`config.mk`:
```
export PLATFORM = sky130hd
export DESIGN_NAME = ber_ref_fifo
export DESIGN_NICKNAME = d
export VERILOG_FILES = /design/src/rtl/ber_ref_fifo.sv
export SDC_FILE = /design/constraint.sdc
export NUM_CORES = 1
export LEC_CHECK = 0
export CORE_AREA = 3 3 84 93
export CTS_BUF_LIST = sky130_fd_sc_hd__clkbuf_4 sky130_fd_sc_hd__clkbuf_8 sky130_fd_sc_hd__clkbuf_16
export DETAILED_ROUTE_END_ITERATION = 10
export DIE_AREA = 0 0 87 96
export HOLD_SLACK_MARGIN = 0.06
export PLACE_DENSITY = 0.7
export SLEW_MARGIN = 10
export SYNTH_ARGS = -nofsm -noshare
export SYNTH_HDL_FRONTEND = slang
export SYNTH_SLANG_ARGS = --single-unit
```
`constraint.sdc`:
```
create_clock -name clk -period 6.2 [get_ports clk]
set_input_delay 0.93 -clock clk [delete_from_list [all_inputs] [get_ports clk]]
set_output_delay 0.93 -clock clk [all_outputs]
set_load 0.01 [all_outputs]
```
`src/rtl/ber_ref_fifo.sv`:
```
// DEPTH x LANES synchronous FIFO holding reference words until the decoder
// output catches up. Read data is first-word fall-through (combinational).
module ber_ref_fifo #(
  parameter int LANES = 1,
  parameter int DEPTH = 64
) (
  input  logic             clk,
  input  logic             rst,
  input  logic             clr_i,
  input  logic             push_i,
  input  logic [LANES-1:0] wdata_i,
  input  logic             pop_i,
  output logic [LANES-1:0] rdata_o,
  output logic             full_o,
  output logic             empty_o
);

  localparam int AW = $clog2(DEPTH);

  // Pointers carry one extra wrap bit so full and empty are distinguishable.
  logic [AW:0]      wr_ptr_q, wr_ptr_d;
  logic [AW:0]      rd_ptr_q, rd_ptr_d;
  logic [LANES-1:0] mem_q [DEPTH];
  logic             do_push;
  logic             do_pop;

  assign empty_o = (wr_ptr_q == rd_ptr_q);
  assign full_o  = (wr_ptr_q[AW] != rd_ptr_q[AW]) &&
                   (wr_ptr_q[AW-1:0] == rd_ptr_q[AW-1:0]);
  assign rdata_o = mem_q[rd_ptr_q[AW-1:0]];

  // A push into a full FIFO is only legal when a pop frees the slot.
  assign do_push = push_i && (!full_o || pop_i);
  assign do_pop  = pop_i && !empty_o;

  // Next-pointer computation; clear wins over traffic.
  always_comb begin
    wr_ptr_d = wr_ptr_q;
    rd_ptr_d = rd_ptr_q;
    if (clr_i) begin
      wr_ptr_d = '0;
      rd_ptr_d = '0;
    end else begin
      if (do_push) wr_ptr_d = wr_ptr_q + (AW+1)'(1);
      if (do_pop)  rd_ptr_d = rd_ptr_q + (AW+1)'(1);
    end
  end

  // Pointer registers.
  always_ff @(posedge clk) begin
    if (rst) begin
      wr_ptr_q <= '0;
      rd_ptr_q <= '0;
    end else begin
      wr_ptr_q <= wr_ptr_d;
      rd_ptr_q <= rd_ptr_d;
    end
  end

  // Storage array; contents need no reset because the pointers gate reads.
  always_ff @(posedge clk) begin
    if (do_push && !clr_i) mem_q[wr_ptr_q[AW-1:0]] <= wdata_i;
  end

endmodule

```
; Word level (Yosys, flattened, before mapping)
; Memories as Yosys holds them, arrays and structs flattened. A register that Yosys moved wholly into a read port is not among the register bits.
; Cells that the tools add are included.
[classes]
add_sub_neg = 2
eq_ne = 3
mux = 4
reduce_logical = 9
[ops]
columns = op, count
row1 = 7-bit by 1-bit adder with 7-bit output (second input constant), 2
row2 = 6-bit 2-to-1 mux, 2
row3 = 7-bit equality test, 1
row4 = 6-bit equality test, 1
row5 = 1-bit logical AND, 4
row6 = 1-bit logical NOT, 3
row7 = 1-bit 2-to-1 mux, 2
row8 = 2-bit OR reduction, 1
row9 = 1-bit logical OR, 1
row10 = 1-bit != test, 1
[word_totals]
register_bits = 14
mem_bits_rw = 64
in_bits = 6
out_inout_bits = 3
mem_count = 1
[mem_list]
columns = memory, depth, width, rd, rd_ports_with_merged_regs, write_ports, line_no
row1 = mem_q, 64, 1, 1, 1, 1, 23  ; logic [LANES-1:0] mem_q [DEPTH];

; Depth between registers and ports, before layout
[depth]
depth_word = 8
ltp_mapped = 7
depth_no_buf = 5

; Least setup slack after synthesis
; No wires, ideal clock.
[synth_path]
path_kind = register -> output
from = reg with a tool-made name
to = out rdata_o
arrival_time_ns = 1.775
setup_slack_ns = 3.495
path_stages_with_launch = 6
n_path_buf = 1
cell_sequence = dfxtp_1 > buf_6 > mux4_2 > mux4_2 > o22ai_1 > o21ai_1
[synth_lines]
columns = item, line_no
row1 = to (decl), 13  ; output logic [LANES-1:0] rdata_o,

==> impl_metrics.csv <==
group,metric,value,unit
status,status,"completed",
worst_setup_path,path_cells,"mux4_2 > mux4_2 > o22ai_1 > o21ai_1 > clkdlybuf4s50_1",
floorplan,start_util,0.539,
floorplan,die_w,87,microns
cts,holdBufCountCts,0,
global_routing,grt_overflow,0,
worst_setup_path,path_buf_inv,1,
finish,final-seq-area,2320,sq um
worst_setup_path,cp.arrival,2.86,ns
route,firstDrtPassIters,4,
floorplan,rows,32,
logic_synthesis,synthTopCellsByArea,"edfxtp_1 (51%), dfxtp_1 (11%), mux4_2 (10%)",
route,wl,7.18,mm
min_path,hold_path_class,"reg -> reg",
logic_synthesis,synth.distinct_cells,39,
timing,hold_viol,0,
floorplan,die_y,96,microns
worst_setup_path,rr_endpoint,"mem_q[10]$_DFFE_PP_",
logic_synthesis,synth_flop_cell,"edfxtp_1",
route,drc,0,
cts,tritoncts,"yes",
route,first_iter_violations,270,
finish,drive_gt1_frac,0.145,
logic_synthesis,synth_top_area_share,0.509,
logic_synthesis,mappedNetlistArea,3780,sq um
timing,fmaxAchievable,264,MHz
finish,stdcell_area,4080,sq um
job,maxCapViolations,0,
timing,slew_viol_final,0,
place,portBuffers,8,
route,viasPerCell,5.81,
worst_setup_path,cp_max_fo,13,
pwr,p_leak,1.34,nW
min_path,hold_end,"wr_ptr_q[6]$_SDFFE_PP0P_",
route,vias,2260,
logic_synthesis,synth_simple_gate_area_frac,0.171,
cts,clk_latency,0.35,ns
logic_synthesis,synthAdderAreaFrac,0.00663,
logic_synthesis,synth_nets,303,
global_routing,grt_max_degree,65,
worst_setup_path,reg2regPathDepth,5,
logic_synthesis,ys_seq_elements,84,
global_routing,grt_pass1_vias,2202,
finish,multiInputGateArea,1360,sq um
worst_setup_path,worst_setup_path_end_kind,"output pin",
finish,layout.nets,307,
logic_synthesis,yosys_warnings,0,
finish,area_growth_syn_to_layout,8.02,%
min_path,whs_path_depth,2,
worst_setup_path,cpMaxStageDelayCell,"dfxtp_1",
timing,skew,0.00692,ns
worst_setup_path,path_delay_family,"multiplexers",
cts,path_clk_slew,0.08,ns
cts,cts_root_buf,"clkbuf_8",
place,gp_congestion,0.789,
cts,cts.sinks,84,
worst_setup_path,slowest_delay,0.71,ns
logic_synthesis,yosysTopAreaCell,"edfxtp_1",
global_routing,antenna_found_initial,0,
global_routing,grt_use_total,0.187,
worst_setup_path,timing.rr.start,"wr_ptr_q[5]$_SDFFE_PP0P_",
logic_synthesis,synth_mux_area_frac,0.112,
floorplan,dieArea,8350,sq um
logic_synthesis,synth_top_family_by_area,"simple AND/OR/NAND/NOR gates",
route,wl_per_cell,18.5,microns
worst_setup_path,rrSetupSlack,3.84,ns
logic_synthesis,synth-compound-area-share,0.0441,
finish,diodes,0,
cts,clock_path_buffers,2,
cts,post_cts_buffers,0,
timing,tightest_slew,0.867,ns
floorplan,pin_count,9,
timing,rsz0062_at_grt,"no",
worst_setup_path,path_class,"reg -> out",
min_path,hp-start,"wr_ptr_q[6]$_SDFFE_PP0P_",
worst_setup_path,start_kind,"register",
worst_setup_path,worst_path_most_repeated_cell,"mux4_2",
logic_synthesis,avgSynthCellArea,12.8,sq um
timing,timing.setup.tns,0,ns
global_routing,grt_pass1_wl,11.5,mm
logic_synthesis,async_flop_share,0,
finish,nFillCells,565,
floorplan,coreArea,7010,sq um
pwr,max-vdd-ir-drop,0.181,mV
cts,cts_resized,0,
logic_synthesis,synth_cells,295,
worst_setup_path,critPathRequiredTime,5.27,ns
route,antenna_left,0,
place,post-dp-hpwl,4.76,mm
logic_synthesis,synth-seq-area-share,0.615,
timing,timing.slew.headroom,0.421,
timing,min_period,3.79,ns
place,place_area,3890,sq um
timing,setup_violations,0,
timing,timing.final.crit_share,0.611,
cts,cts.htree.levels,3,
logic_synthesis,synth-edff-count,64,
cts,cts_made_buffers,9,
pwr,power.density,248,nW/um^2
logic_synthesis,yosys.area_share.xor_xnor,0.0255,
state kept, by name (all words and copies together) (netlist names), named ones only:
name	cells
mem_q	64
rd_ptr_q	7
wr_ptr_q	7
per-stage QoR:
stage	setup slack, ns	std cells	hold slack (ns)	power [mW]	utilization
floorplan	3.50	295	0.459	0.640	-
global placement	2.78	373	0.479	0.654	0.555
detailed placement	2.73	373	0.495	0.656	0.555
CTS	2.34	389	0.509	1.02	0.582
global route	2.21	389	0.521	1.05	0.582
finish	2.41	389	0.501	1.01	0.582
worst reg2reg max path: cells and delay by family, from the launching register on:
kind | cells | cell delay (ns)
DFF | 1 | 0.57
xor gates and xnor gates | 1 | 0.27
AOI/OAI and AO/OA | 1 | 0.46
and+or+nand+nor | 3 | 0.76
kinds of logic after synthesis:
group                    Yosys count
AO/OA/AOI/OAI                     24
XOR/XNOR                          11
adder cells (fa/ha/maj)            2
buffers and inverters             20
flip-flops                        84
multiplexers                      21
AND/OR/NAND/NOR                  133
worst max path at each step:
stage	end	cells after the start	slack, ns
after floorplan	rdata_o	5	3.50
after detailed placement	rdata_o	5	2.73
after global routing	rdata_o	6	2.21
final	rdata_o	5	2.41
after global placement	rdata_o	5	2.78
after CTS	rdata_o	5	2.34
layout make-up:
class / count / share of cell area
clock inverter: 4 / 0.00552
tap: 85 / 0.0261
multi-input combinational: 191 / 0.332
clock buffer: 12 / 0.0417
inverter: 4 / 0.00368
timing repair buffer: 9 / 0.0215
sequential: 84 / 0.569
layout by cell type, fill, tap and decap left out, drive strengths merged, types with 3 or more instances in the layout:
master          n
nand2          11
or3             5
clkinv          3
a21oi           8
o21ai           5
clkbuf         12
nand3b          4
nor2           81
xnor2           4
mux2i           4
xor2            7
nand4b          4
nand3          14
nor2b           4
dfxtp          20
inv             4
clkdlybuf4s50   8
a31o            3
edfxtp         64
mux4           17
synth_stat cells, types with 2 or more instances:
cell type	n
xnor2_1	4
nor2_1	81
buf_4	3
or3b_2	2
xor2_1	7
a21oi_1	8
o21ai_0	4
inv_1	4
dfxtp_1	20
buf_2	4
a311oi_1	2
nand4b_2	3
buf_1	4
o31ai_1	2
nand2_1	11
and3_1	2
nor2b_1	4
clkbuf_1	4
or4_1	2
nand3_1	14
a31o_2	2
or3_1	5
ha_1	2
mux2i_1	4
edfxtp_1	64
mux4_2	17
nand3b_1	4
power breakdown:
group,switching (mW),leakage (nW),internal (mW)
Combinational,0.0209,0.499,0.0134
Clock,0.186,0.101,0.183
Sequential,0.00306,0.737,0.605
layer usage:
| layer | vias up | global-route usage | wire length [microns] |
|---|---|---|---|
| met5 | - | 0 | 0 |
| met4 | 0 | 0.0636 | 133 |
| met3 | 9 | 0.0514 | 349 |
| met2 | 47 | 0.292 | 3530 |
| met1 | 1122 | 0.253 | 3160 |
| li1 | 1082 | - | - |
(Power assumes the default switching activity.)
